`config.mk`:
```
export PLATFORM = sky130hd
export DESIGN_NAME = serial_sub_cmp_flat
export DESIGN_NICKNAME = d
export VERILOG_FILES = /design/src/rtl/serial_sub_cmp_if.sv /design/src/rtl/serial_sub_cmp.sv /design/src/flat_wrapper.sv
export SDC_FILE = /design/constraint.sdc
export NUM_CORES = 1
export LEC_CHECK = 0
export CAP_MARGIN = 30
export CORE_MARGIN = 4
export CORE_UTILIZATION = 50
export DETAILED_ROUTE_END_ITERATION = 12
export PLACE_DENSITY = 0.85
export SLEW_MARGIN = 20
export SYNTH_ARGS = -nofsm -noshare
export SYNTH_HDL_FRONTEND = slang
export SYNTH_SLANG_ARGS = --single-unit
export TNS_END_PERCENT = 50
```
`constraint.sdc`:
```
create_clock -name clock -period 5.5 [get_ports clock]
set_input_delay 0.55 -clock clock [delete_from_list [all_inputs] [get_ports clock]]
set_output_delay 0.55 -clock clock [all_outputs]
set_load 0.01 [all_outputs]
```
`src/rtl/serial_sub_cmp_if.sv`:
```
// Handshake and operand/result bundle for serial_sub_cmp.
// With SUBCMP_ADD_MODE_EN defined the bundle also carries op_add.
interface serial_sub_cmp_if #(
    parameter int WIDTH = 32
);
    logic             in_valid;
    logic             in_ready;
    logic [WIDTH-1:0] dataA;
    logic [WIDTH-1:0] dataB;
`ifdef SUBCMP_ADD_MODE_EN
    logic             op_add;
`endif
    logic             out_valid;
    logic             out_ready;
    logic [WIDTH-1:0] result;
    logic             overflow;
    logic             isNotEqual;
    logic             isLessThan;
    logic             isLessThanU;

`ifdef SUBCMP_ADD_MODE_EN
    modport master (
        output in_valid, dataA, dataB, op_add, out_ready,
        input  in_ready, out_valid, result, overflow, isNotEqual, isLessThan, isLessThanU
    );
    modport slave (
        input  in_valid, dataA, dataB, op_add, out_ready,
        output in_ready, out_valid, result, overflow, isNotEqual, isLessThan, isLessThanU
    );
`else
    modport master (
        output in_valid, dataA, dataB, out_ready,
        input  in_ready, out_valid, result, overflow, isNotEqual, isLessThan, isLessThanU
    );
    modport slave (
        input  in_valid, dataA, dataB, out_ready,
        output in_ready, out_valid, result, overflow, isNotEqual, isLessThan, isLessThanU
    );
`endif
endinterface

```
`src/rtl/serial_sub_cmp.sv`:
```
// Multi-cycle subtract/compare unit: processes CHUNK bits of A-B per clock and
// reports result, signed overflow, not-equal, signed and unsigned less-than.
// Optional feature macro: SUBCMP_ADD_MODE_EN (adds op_add, selecting A+B).
module serial_sub_cmp #(
    parameter int WIDTH = 32,
    parameter int CHUNK = 8
) (
    input logic            clock,
    input logic            reset,
    serial_sub_cmp_if.slave bus
);
    localparam int N     = WIDTH / CHUNK;
    localparam int CNT_W = (N > 1) ? $clog2(N) : 1;
    localparam logic [WIDTH-1:0] CHUNK_MASK = WIDTH'({CHUNK{1'b1}});

    if (WIDTH < 2 || CHUNK < 1 || CHUNK > WIDTH || (WIDTH % CHUNK) != 0) begin : g_bad_params
        $error("serial_sub_cmp: illegal WIDTH/CHUNK combination");
    end

    typedef enum logic [1:0] {IDLE, BUSY, DONE} state_t;

    state_t           state;
    state_t           state_next;
    logic [CNT_W-1:0] cnt;
    logic [WIDTH-1:0] a_q;
    logic [WIDTH-1:0] bop_q;
    logic [WIDTH-1:0] result_q;
    logic             carry;
    logic             is_add;
    logic             overflow_q;
    logic             neq_q;
    logic             lt_q;
    logic             ltu_q;

    logic             in_ready;
    logic             accept;
    logic             last;
    logic             add_sel;
    logic [31:0]      shift;
    logic [CHUNK-1:0] a_chunk;
    logic [CHUNK-1:0] b_chunk;
    logic [CHUNK:0]   chunk_sum;
    logic [WIDTH-1:0] result_next;
    logic             ovf_next;

`ifdef SUBCMP_ADD_MODE_EN
    assign add_sel = bus.op_add;
`else
    assign add_sel = 1'b0;
`endif

    assign last   = (cnt == CNT_W'(N - 1));
    assign accept = bus.in_valid & in_ready;

    // State register.
    always_ff @(posedge clock) begin
        // NOTE: sequential state uses non-blocking assignments so every flop
        // samples pre-edge values regardless of process evaluation order.
        if (reset) state <= IDLE;
        else       state <= state_next;
    end

    // Next-state decode and handshake outputs.
    always_comb begin
        // NOTE: every signal gets a default first so no path leaves it
        // unassigned, which would otherwise infer a latch.
        state_next    = state;
        in_ready      = (state == IDLE) || ((state == DONE) && bus.out_ready);
        bus.in_ready  = in_ready;
        bus.out_valid = (state == DONE);
        case (state)
            IDLE: if (bus.in_valid) state_next = BUSY;
            BUSY: if (last) state_next = DONE;
            DONE: begin
                if (bus.in_valid && bus.out_ready) state_next = BUSY;
                else if (bus.out_ready)            state_next = IDLE;
            end
            default: state_next = IDLE;
        endcase
    end

    // Current chunk adder; the result chunk is merged into the full word so
    // isNotEqual sees the final chunk on the same edge it is written.
    always_comb begin
        shift       = 32'(cnt) * CHUNK;
        a_chunk     = CHUNK'(a_q >> shift);
        b_chunk     = CHUNK'(bop_q >> shift);
        chunk_sum   = {1'b0, a_chunk} + {1'b0, b_chunk} + {{CHUNK{1'b0}}, carry};
        result_next = (result_q & ~(CHUNK_MASK << shift))
                    | (WIDTH'(chunk_sum[CHUNK-1:0]) << shift);
        // Carry into the MSB is recovered from the MSB sum bit and its operands.
        ovf_next    = (a_q[WIDTH-1] ^ bop_q[WIDTH-1] ^ chunk_sum[CHUNK-1]) ^ chunk_sum[CHUNK];
    end

    // Operand capture, chunk accumulation and final flag evaluation.
    always_ff @(posedge clock) begin
        if (reset) begin
            a_q        <= '0;
            bop_q      <= '0;
            result_q   <= '0;
            carry      <= 1'b0;
            is_add     <= 1'b0;
            cnt        <= '0;
            overflow_q <= 1'b0;
            neq_q      <= 1'b0;
            lt_q       <= 1'b0;
            ltu_q      <= 1'b0;
        end else if (accept) begin
            a_q    <= bus.dataA;
            bop_q  <= add_sel ? bus.dataB : ~bus.dataB;
            carry  <= ~add_sel;
            is_add <= add_sel;
            cnt    <= '0;
        end else if (state == BUSY) begin
            result_q <= result_next;
            carry    <= chunk_sum[CHUNK];
            cnt      <= cnt + CNT_W'(1);
            if (last) begin
                overflow_q <= ovf_next;
                neq_q      <= |result_next;
                lt_q       <= ~is_add & (ovf_next ^ chunk_sum[CHUNK-1]);
                ltu_q      <= ~is_add & ~chunk_sum[CHUNK];
            end
        end
    end

    assign bus.result      = result_q;
    assign bus.overflow    = overflow_q;
    assign bus.isNotEqual  = neq_q;
    assign bus.isLessThan  = lt_q;
    assign bus.isLessThanU = ltu_q;

endmodule
```
`src/flat_wrapper.sv`:
```
// flat-port wrapper written by rule: the top's interface ports become plain ports
module serial_sub_cmp_flat 
#(
    parameter int WIDTH = 32,
    parameter int CHUNK = 8
)
  (clock, reset, bus_in_valid, bus_dataA, bus_dataB, bus_out_ready, bus_in_ready, bus_out_valid, bus_result, bus_overflow, bus_isNotEqual, bus_isLessThan, bus_isLessThanU);
  serial_sub_cmp_if #(.WIDTH(WIDTH)) bus_i ();
  input logic clock;
  input logic reset;
  input wire logic [$bits(bus_i.in_valid)-1:0] bus_in_valid;
  input wire logic [$bits(bus_i.dataA)-1:0] bus_dataA;
  input wire logic [$bits(bus_i.dataB)-1:0] bus_dataB;
  input wire logic [$bits(bus_i.out_ready)-1:0] bus_out_ready;
  output wire logic [$bits(bus_i.in_ready)-1:0] bus_in_ready;
  output wire logic [$bits(bus_i.out_valid)-1:0] bus_out_valid;
  output wire logic [$bits(bus_i.result)-1:0] bus_result;
  output wire logic [$bits(bus_i.overflow)-1:0] bus_overflow;
  output wire logic [$bits(bus_i.isNotEqual)-1:0] bus_isNotEqual;
  output wire logic [$bits(bus_i.isLessThan)-1:0] bus_isLessThan;
  output wire logic [$bits(bus_i.isLessThanU)-1:0] bus_isLessThanU;
  assign bus_i.in_valid = bus_in_valid;
  assign bus_i.dataA = bus_dataA;
  assign bus_i.dataB = bus_dataB;
  assign bus_i.out_ready = bus_out_ready;
  assign bus_in_ready = bus_i.in_ready;
  assign bus_out_valid = bus_i.out_valid;
  assign bus_result = bus_i.result;
  assign bus_overflow = bus_i.overflow;
  assign bus_isNotEqual = bus_i.isNotEqual;
  assign bus_isLessThan = bus_i.isLessThan;
  assign bus_isLessThanU = bus_i.isLessThanU;
  serial_sub_cmp #(.WIDTH(WIDTH), .CHUNK(CHUNK)) u_core (.clock(clock), .reset(reset), .bus(bus_i));
endmodule
```
==> out/metrics.cfg, run 1 <==
[cts]
path_clk_slew_ns=0.10
cts_buffer_depth=2
cts_tree=yes
clk-insertion-delay-late_ns=0.37
post_cts_buffers=0
cts_resized=0
numCtsBuffers=9
numClockSinks=105
hold_buffers=0
clockRootBuffer=clkbuf_8
h-tree-depth=3

[sta]
grt_setup_unrepaired=no
max_clock_freq_mhz=268.9
final_hold_viol_count=0
period_needed_ns=3.719
setup_viol=0
finClkSkew_ns=0.01736
slew_headroom_pct=32.58
final_min_period_over_clock_period_pct=67.62
worst_pin_slew_ns=1.004
tns_ns=0
finalMaxSlewViolations=0

[power_and_ir_drop]
p_leak_nw=2.147
powerDensity_nw_per_um2=279.1
peakVddDrop_mv=0.1238
power_mw=1.641

[worst_setup_path]
path_class=register to register
crit_family=flip-flops
critPathSlowestCell=dfxtp_1
required_ns=5.80
worstPathMaxFanout=17
cp_cell_sequence=buf_4, mux4_2, fa_1, inv_1, fa_1, nand2b_1, a21oi_2, or3_1, o311ai_2, o22ai_1, a31oi_1
cpPeakStageDelay_ns=0.76
critPathBufInv=2
cp_common_cell=fa_1
endpoint_kind=register
cp-start-kind=register
arrival_ns=4.02

[die]
die_x_um=103.6
core_um2=8806
die_height_um=103.6
design.portCount=106
start_util_pct=51.89
fp-row-count=34
die_area_um2=10730

[synth]
synth_cells=506
syn_nets=587
netlist_area_um2=4569
synth-seq-cells=105
postSynthAreaPerCell_um2=9.030
yosysSeqAreaShare_pct=46.00
synth_cell_types=43
ys_warn_count=0

[global_routing]
grt_max_degree=99
grt_pass1_vias=3950
grt_usage_pct=21.50
antenna_found_initial=0
gr-total-overflow=0
grt_first_pass_wirelength_um=19170

[routing]
vias=4041
vias_per_cell=5.716
routed_wl_um=11660
wl_per_cell_um=16.50
drc=0
drtAntennaViolNets=0
first_pass_iters=5
drtIter0Drc=238

[status]
outcome=complete, no violations

[layout]
fin_cells=707
drive_gt1_share_pct=7.346
syn2layout_area_growth_pct=28.70
diodes=0
fin_nets=675
final.fill_count=701

[placement]
portBuffers=105
gp_congestion=0.8947
dp.final_hpwl_um=8663
placedCellCount=691

[flow_run]
max_cap_viol_count=0

[worst_hold_path]
min_path_type=register to register

[cell families (layout without fill, tap and decap cells)]
logic type | count (synthesis) | after routing | share of synthesized area (%)
and+or+nand+nor | 186 | 186 | 17.00
AOI/OAI and AO/OA | 132 | 132 | 19.41
DFF | 105 | 105 | 46.00
buffers and inverters | 45 | 138 | 3.916
muxes | 16 | 16 | 7.886
adders and majority gates | 13 | 13 | 3.888
xor gates and xnor gates | 9 | 9 | 1.890
[cell usage after synthesis (all sizes together)]
library cell | n | area [um^2]
o311ai | 1 | 16.27
nand2 | 77 | 289.0
fa | 2 | 40.04
a221oi | 1 | 8.760
nand2b | 4 | 25.02
a31oi | 1 | 6.260
a21oi | 48 | 244.0
nand3 | 1 | 5.000
o22a | 1 | 8.760
and4b | 1 | 10.01
or4 | 1 | 11.26
o21bai | 1 | 7.510
xor2 | 3 | 26.28
nor2 | 80 | 300.3
dfxtp | 105 | 2102
buf | 11 | 51.30
ha | 11 | 137.6
a211oi | 36 | 275.3
nor4b | 2 | 17.52
clkbuf | 22 | 82.58
a22oi | 32 | 240.2
nor2b | 2 | 12.51
a21o | 1 | 7.510
a21boi | 1 | 7.510
or3 | 1 | 6.260
and2b | 1 | 7.510
nand4b | 1 | 8.760
mux4 | 16 | 360.4
nor3 | 8 | 40.04
o2bb2ai | 1 | 8.760
a32oi | 1 | 8.760
o21ai | 4 | 20.02
nor4 | 5 | 31.28
inv | 12 | 45.04
xnor2 | 6 | 60.06
and2 | 2 | 12.51
o221ai | 1 | 8.760
o22ai | 2 | 18.77
[placed cells by master (no fill, tap or decap), types with 11 or more instances in the layout]
master           instances
clkdlybuf4s50_1        104
inv_1                   12
a21oi_1                 47
ha_1                    11
a211oi_1                35
dfxtp_1                105
nor2_1                  80
mux4_2                  16
a22oi_1                 32
nand2_1                 77
[routing by layer]
layer / wire, um / track usage, % / up-vias
met1: 4796 / 27.39 / 1886
met3: 836 / 4.291 / 27
met4: 361 / 8.642 / 0
li1: - / - / 1966
met5: 0 / 0 / -
met2: 5670 / 35.93 / 162
[registers in the layout, indices dropped and copies added, names as in the netlist]
| signal | cells |
|---|---|
| u_core.state | 2 |
| u_core.cnt | 2 |
| u_core.a_q | 32 |
| u_core.bus.overflow | 1 |
| u_core.carry | 1 |
| u_core.bus.isNotEqual | 1 |
| u_core.bus.isLessThanU | 1 |
| u_core.bus.result | 32 |
| u_core.bus.isLessThan | 1 |
| u_core.bop_q | 32 |
[path summary, 6_finish.rpt]
| path | slack [ns] | to | depth (start not counted) | start |
|---|---|---|---|---|
| max | 1.78 | u_core.bus.isNotEqual | 11 | u_core.cnt[0] |
| min | 0.46 | u_core.a_q[10] | 2 | u_core.a_q[10] |
| max reg2reg | 1.78 | u_core.bus.isNotEqual | 11 | u_core.cnt[0] |
| min reg2reg | 0.46 | u_core.a_q[10] | 2 | u_core.a_q[10] |
[power breakdown]
| group | leakage [nW] | internal [mW] | switching [mW] |
|---|---|---|---|
| combinational | 1.19 | 0.150 | 0.167 |
| sequential | 0.860 | 0.803 | 0.0297 |
| clock | 0.100 | 0.226 | 0.266 |
| total | 2.15 | 1.18 | 0.462 |
[cell type report]
type	instances	area, um^2	area share, %
repair buffers	110	1107	18.83
well taps	108	135.1	2.298
inverters	12	45.04	0.7660
clock buffers	11	141.4	2.404
flip-flops and latches	105	2102	35.74
clock inverters	5	60.06	1.021
multi-input cells	356	2290	38.94
[worst reg2reg max path, cell delays in order, from the launching register on]
cell	delay, ns
dfxtp_1	0.76
buf_4	0.41
mux4_2	0.57
fa_1	0.48
inv_1	0.09
fa_1	0.21
nand2b_1	0.15
a21oi_2	0.10
or3_1	0.38
o311ai_2	0.17
o22ai_1	0.17
a31oi_1	0.18
[stage by stage]
step	util, %	hold slack [ns]	cell area, um^2	setup slack (ns)
6_report	66.78	0.4575	5881	1.781
5_1_grt	66.78	0.4785	5881	1.542
2_1_floorplan	-	0.4331	4569	2.394
3_5_place_dp	64.49	0.4466	5679	1.807
4_1_cts	66.78	0.4598	5881	1.769
3_3_place_gp	64.05	0.4399	5640	1.849
Power figures use the tool's default switching activity.
==> inputs of run 2 (changes only) <==
--- a/config.mk
+++ b/config.mk
@@ -7,9 +7,9 @@
 export LEC_CHECK = 0
 export CAP_MARGIN = 30
 export CORE_MARGIN = 4
-export CORE_UTILIZATION = 50
+export CORE_UTILIZATION = 45
 export DETAILED_ROUTE_END_ITERATION = 12
-export PLACE_DENSITY = 0.85
+export PLACE_DENSITY = 0.81
 export SLEW_MARGIN = 20
 export SYNTH_ARGS = -nofsm -noshare
 export SYNTH_HDL_FRONTEND = slang
==> constraint.sdc (replaced) <==
create_clock -name clock -period 3.22 [get_ports clock]
set_input_delay 0.322 -clock clock [delete_from_list [all_inputs] [get_ports clock]]
set_output_delay 0.322 -clock clock [all_outputs]
set_load 0.01 [all_outputs]
==> run 2 against run 1 <==
  * Hold slack worse by 0.031 ns
  * Clock power grew 81%
  * Maximum frequency increased by 24%
  * Count of clock-buffer cells in the layout fell by 1
  * Final cell count is 4.1% higher
  * Non-clock buffer count grew 4
  * Critical path depth down 1
  * Cell area up 1.7%
  * Total power increased by 75%
==> out/metrics.cfg, run 2 (synthesis gave the netlist of run 1 again) <==
[sta]
grt_setup_unrepaired=no  ; unchanged
slew_headroom_pct=41.52  ; was 32.58%
tns_ns=0  ; unchanged
finClkSkew_ns=0.01323  ; was 0.01736 ns
period_needed_ns=2.996  ; was 3.719 ns
setup_viol=0  ; unchanged
final_min_period_over_clock_period_pct=93.03  ; was 67.62%
finalMaxSlewViolations=0  ; unchanged
max_clock_freq_mhz=333.8  ; was 268.9 MHz
fin_hold_ws_ns=0.4266  ; was 0.4575 ns
final_hold_viol_count=0  ; unchanged
worst_pin_slew_ns=0.8705  ; was 1.004 ns

[routing]
vias=3984  ; was 4041
wl_per_cell_um=15.76  ; was 16.50 um
routed_wl_um=11600  ; was 11660 um
drtAntennaViolNets=0  ; unchanged
vias_per_cell=5.413  ; was 5.716
drtIter0Drc=215  ; was 238
drc=0  ; unchanged
first_pass_iters=5  ; unchanged

[die]
die_x_um=108.8  ; was 103.6 um
die_height_um=108.8  ; was 103.6 um
start_util_pct=46.53  ; was 51.89%
die_area_um2=11830  ; was 10730 um^2
fp-row-count=36  ; was 34
core_um2=9819  ; was 8806 um^2
design.portCount=106  ; unchanged

[worst_setup_path]
critPathBufInv=2  ; unchanged
critPathSlowestCell=mux4_2  ; was dfxtp_1
cpPeakStageDelay_ns=0.55  ; was 0.76 ns
path_class=register to register  ; unchanged
crit_family=simple AND/OR/NAND/NOR gates  ; was flip-flops
r2r_start=u_core.cnt[0]  ; unchanged
arrival_ns=3.25  ; was 4.02 ns
cp-startpoint=u_core.cnt[0]  ; unchanged
cp-start-kind=register  ; unchanged
cp_cell_sequence=mux4_2, fa_1, inv_1, fa_1, inv_1, a32oi_1, and4b_1, nand3_1, nor4b_1, a31oi_1  ; was buf_4, mux4_2, fa_1, inv_1, fa_1, nand2b_1, a21oi_2, or3_1, o311ai_2, o22ai_1, a31oi_1
required_ns=3.47  ; was 5.80 ns
worstPathMaxFanout=5  ; was 17
endpoint_kind=register  ; unchanged

[global_routing]
grt_usage_pct=20.29  ; was 21.50%
met2_usage_pct=33.85  ; was 35.93%
grt_pass1_vias=3811  ; was 3950
antenna_found_initial=0  ; unchanged
use_met3_pct=3.730  ; was 4.291%
grt_use_met1_pct=26.08  ; was 27.39%
grt_max_degree=106  ; was 99
gr-total-overflow=0  ; unchanged
grt_most_used_layer=met2  ; unchanged
grt_first_pass_wirelength_um=18860  ; was 19170 um

[worst_hold_path]
min_from=reset  ; was u_core.a_q[10]
min_path_type=primary input to register  ; was register to register

[layout]
multiInputGateArea_um2=2290  ; unchanged
regArea_um2=2102  ; unchanged
diodes=0  ; unchanged
drive_gt1_share_pct=7.960  ; was 7.346%
fin_nets=679  ; was 675
final_common_cell=dfxtp_1  ; unchanged
syn2layout_area_growth_pct=30.94  ; was 28.70%
layout_common_cells=dfxtp_1 (105), clkdlybuf4s50_1 (104), nor2_1 (80)  ; unchanged
final.fill_count=873  ; was 701

[placement]
dp.final_hpwl_um=8597  ; was 8663 um
portBuffers=105  ; unchanged
gp_congestion=0.8809  ; was 0.8947

[cts]
cts_buffer_depth=2  ; unchanged
post_cts_buffers=0  ; unchanged
clockRootBuffer=clkbuf_8  ; unchanged
hold_buffers=0  ; unchanged
path_clk_slew_ns=0.10  ; about the same
cts_tree=yes  ; unchanged
clk-insertion-delay-late_ns=0.37  ; about the same
numCtsBuffers=9  ; unchanged
numClockSinks=105  ; unchanged
h-tree-depth=3  ; unchanged
cts_resized=0  ; unchanged

[power_and_ir_drop]
p_leak_nw=2.182  ; was 2.147 nW
peakVddDrop_mv=0.3051  ; was 0.1238 mV
powerDensity_nw_per_um2=479.5  ; was 279.1 nW/um^2

[status]
outcome=complete, no violations  ; unchanged

[flow_run]
max_cap_viol_count=0  ; unchanged

==> run 2: changes by cell type in the layout (fill, tap and decap cells not counted), sizes merged <==
cell,delta
inv,-1
buf,+4
bufinv,+1
clkbuf,-1
clkinvlp,+1
==> run 2: metrics by stage <==
step	setup WS, ns	utilization [%]	area, um^2	instances	total power, mW
6_report	0.2244	60.93	5983	736	2.869
5_1_grt	0.02069	60.93	5983	736	3.000
4_1_cts	0.2245	60.73	5963	735	2.880
3_5_place_dp	0.2409	58.50	5744	719	2.002
3_3_place_gp	0.3381	58.22	5717	718	1.981
2_1_floorplan	0.1140	-	4569	506	1.777
==> run 2: area by class of cell <==
type	instances	share of cell area (%)
multi-input combinational	356	38.27
sequential	105	35.13
timing repair buffer	114	19.41
tap	133	2.781
clock buffer	10	2.133
clock inverter	6	1.527
inverter	12	0.7528
==> run 2: final timing paths <==
path              slack (ns)  cells after the start               endpoint
setup / recovery        0.22                     10  u_core.bus.isNotEqual
hold / removal          0.43                      2  u_core.bus.result[16]
setup reg to reg        0.22                     10  u_core.bus.isNotEqual
hold reg to reg         0.46                      2         u_core.a_q[23]
==> run 2: layer usage <==
metal	up-vias	part of all wire [%]
li1	1976	-
met1	1861	42
met2	127	50
met3	20	5.8
met4	0	2.1
met5	-	0
==> run 2: power breakdown <==
part	switching, mW	total (mW)	internal (mW)	leakage (nW)
logic	0.291	0.556	0.265	1.22
clock network	0.447	0.889	0.442	0.104
registers	0.0517	1.42	1.37	0.860
==> inputs of run 3 (changes only) <==
--- a/config.mk
+++ b/config.mk
@@ -7,9 +7,10 @@
 export LEC_CHECK = 0
 export CAP_MARGIN = 30
 export CORE_MARGIN = 4
-export CORE_UTILIZATION = 45
+export CORE_UTILIZATION = 50
 export DETAILED_ROUTE_END_ITERATION = 12
-export PLACE_DENSITY = 0.81
+export PLACE_DENSITY = 0.85
+export SKIP_CTS_REPAIR_TIMING = 1
 export SLEW_MARGIN = 20
 export SYNTH_ARGS = -nofsm -noshare
 export SYNTH_HDL_FRONTEND = slang
==> constraint.sdc (replaced) <==
create_clock -name clock -period 2.9 [get_ports clock]
set_input_delay 0.29 -clock clock [delete_from_list [all_inputs] [get_ports clock]]
set_output_delay 0.29 -clock clock [all_outputs]
set_load 0.01 [all_outputs]
==> run 3 against run 2 <==
  * Total power is 11% higher
  * First-iteration DRC count is 10% higher
  * Final cell count down 2.4%
  * Register-to-register slack lost 0.17 ns
  * Non-clock buffer count up 7
  * Sequential power increased by 11%
  * Hold slack better by 0.031 ns
  * Worst setup slack got worse by 0.17 ns
  * Combinational power grew 17%
  * Count of clock-buffer cells in the layout is 2 higher
  * Flip-flop and latch count stayed put
==> out/metrics.cfg, run 3 (synthesis gave the netlist of run 1 again) <==
[layout]
multiInputGateArea_um2=2310  ; was 2290 um^2
diodes=0  ; unchanged
fin_cells=718  ; was 736
layout_common_cells=clkdlybuf4s50_1 (104), dfxtp_1 (104), nor2_1 (80)  ; was dfxtp_1 (105), clkdlybuf4s50_1 (104), nor2_1 (80)
fin_util_pct=68.04  ; was 60.93%
drive_gt1_share_pct=9.672  ; was 7.960%
final.fill_count=655  ; was 873
regArea_um2=2106  ; was 2102 um^2
fin_nets=686  ; was 679
syn2layout_area_growth_pct=31.13  ; was 30.94%

[sta]
grt_setup_unrepaired=yes  ; was no
worst_pin_slew_ns=0.9073  ; was 0.8705 ns
final_hold_viol_count=0  ; unchanged
period_needed_ns=2.842  ; was 2.996 ns
max_clock_freq_mhz=351.9  ; was 333.8 MHz
finalMaxSlewViolations=0  ; unchanged
final_min_period_over_clock_period_pct=97.99  ; was 93.03%
finClkSkew_ns=0.01243  ; was 0.01323 ns
setup_viol=0  ; unchanged
slew_headroom_pct=39.05  ; was 41.52%
tns_ns=0  ; unchanged

[global_routing]
grt_first_pass_wirelength_um=19410  ; was 18860 um
grt_max_degree=99  ; was 106
antenna_found_initial=0  ; unchanged
grt_usage_pct=21.82  ; was 20.29%
gr-total-overflow=0  ; unchanged
grt_pass1_vias=4068  ; was 3811

[worst_setup_path]
r2r_slack_ns=0.06  ; was 0.22 ns
cp-start-kind=register  ; unchanged
r2r_end=u_core.bus.isNotEqual  ; unchanged
critPathSlowestCell=mux4_2  ; unchanged
cp-startpoint=u_core.cnt[0]  ; unchanged
worstPathMaxFanout=5  ; unchanged
arrival_ns=3.13  ; was 3.25 ns
r2r_start=u_core.cnt[0]  ; unchanged
path_class=register to register  ; unchanged
cp_cell_sequence=mux4_2, fa_2, inv_1, fa_1, nand2b_1, a21oi_2, or3_1, o311ai_4, o22ai_1, a31oi_1  ; was mux4_2, fa_1, inv_1, fa_1, inv_1, a32oi_1, and4b_1, nand3_1, nor4b_1, a31oi_1
required_ns=3.19  ; was 3.47 ns
endpoint_kind=register  ; unchanged
rr_worst_depth=10  ; unchanged
cpPeakStageDelay_ns=0.52  ; was 0.55 ns

[routing]
drc=0  ; unchanged
vias_per_cell=5.687  ; was 5.413
wl_per_cell_um=16.30  ; was 15.76 um
routed_wl_um=11710  ; was 11600 um
drtIter0Drc=237  ; was 215
drtAntennaViolNets=0  ; unchanged
first_pass_iters=5  ; unchanged
vias=4083  ; was 3984

[power_and_ir_drop]
comb_power_share_pct=20.4  ; was 19.4%
swShare_pct=27.41  ; was 27.51%
peakVddDrop_mv=0.2458  ; was 0.3051 mV
p_leak_nw=2.214  ; was 2.182 nW
powerDensity_nw_per_um2=529.9  ; was 479.5 nW/um^2
power_mw=3.175  ; was 2.869 mW
clock_power_share_pct=30.0  ; was 31.0%
seq_power_share_pct=49.6  ; about the same
p_switching_mw=0.8705  ; was 0.7892 mW
p_int_mw=2.305  ; was 2.080 mW

[cts]
h-tree-depth=3  ; unchanged
clockRootBuffer=clkbuf_8  ; unchanged
cts_tree=yes  ; unchanged
clk-insertion-delay-late_ns=0.37  ; about the same
cts_buffer_depth=2  ; unchanged
path_clk_slew_ns=0.10  ; about the same
numClockSinks=105  ; unchanged
numCtsBuffers=9  ; unchanged

[worst_hold_path]
min_from=u_core.a_q[8]  ; was reset
holdPathEnd=u_core.a_q[8]  ; was u_core.bus.result[16]
hold_path_depth=2  ; unchanged
min_path_type=register to register  ; was primary input to register

[die]
fp-row-count=34  ; was 36
start_util_pct=51.89  ; was 46.53%
die_x_um=103.6  ; was 108.8 um
die_height_um=103.6  ; was 108.8 um
die_area_um2=10730  ; was 11830 um^2
design.portCount=106  ; unchanged
core_um2=8806  ; was 9819 um^2

[status]
outcome=complete, no violations  ; unchanged

[flow_run]
max_cap_viol_count=0  ; unchanged

[placement]
portBuffers=105  ; unchanged
gp_congestion=0.9009  ; was 0.8809
placedCellCount=702  ; was 719
dp.final_hpwl_um=8630  ; was 8597 um

-- run 3: power groups by stage --
stage | combinational, mW | sequential, mW | clock, mW
5_1_grt | 0.711 | 1.59 | 1.03
3_5_place_dp | 0.630 | 1.61 | 0
3_3_place_gp | 0.613 | 1.60 | 0
2_1_floorplan | 0.382 | 1.60 | 0
6_report | 0.648 | 1.57 | 0.953
4_1_cts | 0.636 | 1.57 | 0.963
-- run 3: routing by layer --
layer	global-route usage, %	vias up	share of wire, %
met5	0	-	0
met4	7.217	0	1.8
met3	4.975	25	6.1
met2	37.52	139	49
met1	27.17	1932	43
li1	-	1987	-
-- run 3: worst max-delay path by stage --
stage | to | slack [ns] | depth (start not counted)
5_1_grt | u_core.bus.isNotEqual | -0.08 | 10
3_3_place_gp | u_core.bus.isNotEqual | 0.10 | 9
4_1_cts | u_core.bus.isNotEqual | -0.08 | 9
2_1_floorplan | u_core.bus.overflow | 0.007 | 9
6_report | u_core.bus.isNotEqual | 0.06 | 10
3_5_place_dp | u_core.bus.isNotEqual | -0.05 | 9
-- run 3: critical path, delay by kind of cell (launching register included) --
| kind | cells | cell delay, ns |
|---|---|---|
| AOI/OAI and AO/OA | 4 | 0.59 |
| muxes | 1 | 0.52 |
| DFF | 1 | 0.38 |
| adders and majority gates | 2 | 0.62 |
| and+or+nand+nor | 2 | 0.58 |
| buffers and inverters | 1 | 0.08 |
-- run 3: layout make-up --
type                       instances  share of cell area, %
clock inverter                     4                 0.8352
sequential                       105                  35.14
clock buffer                      12                  2.756
timing repair buffer             121                  19.71
tap                              108                  2.255
inverter                          12                 0.7517
multi-input combinational        356                  38.55
-- run 3: per-stage QoR --
| stage | setup WS [ns] | instance area [um^2] | hold WS (ns) |
|---|---|---|---|
| global placement | 0.1024 | 5756 | 0.4398 |
| detailed placement | -0.05302 | 5756 | 0.4469 |
| finish | 0.05823 | 5992 | 0.4579 |
| global route | -0.07617 | 5992 | 0.4612 |
| CTS | -0.08464 | 5971 | 0.4558 |
| floorplan | 0.006712 | 4584 | 0.3856 |
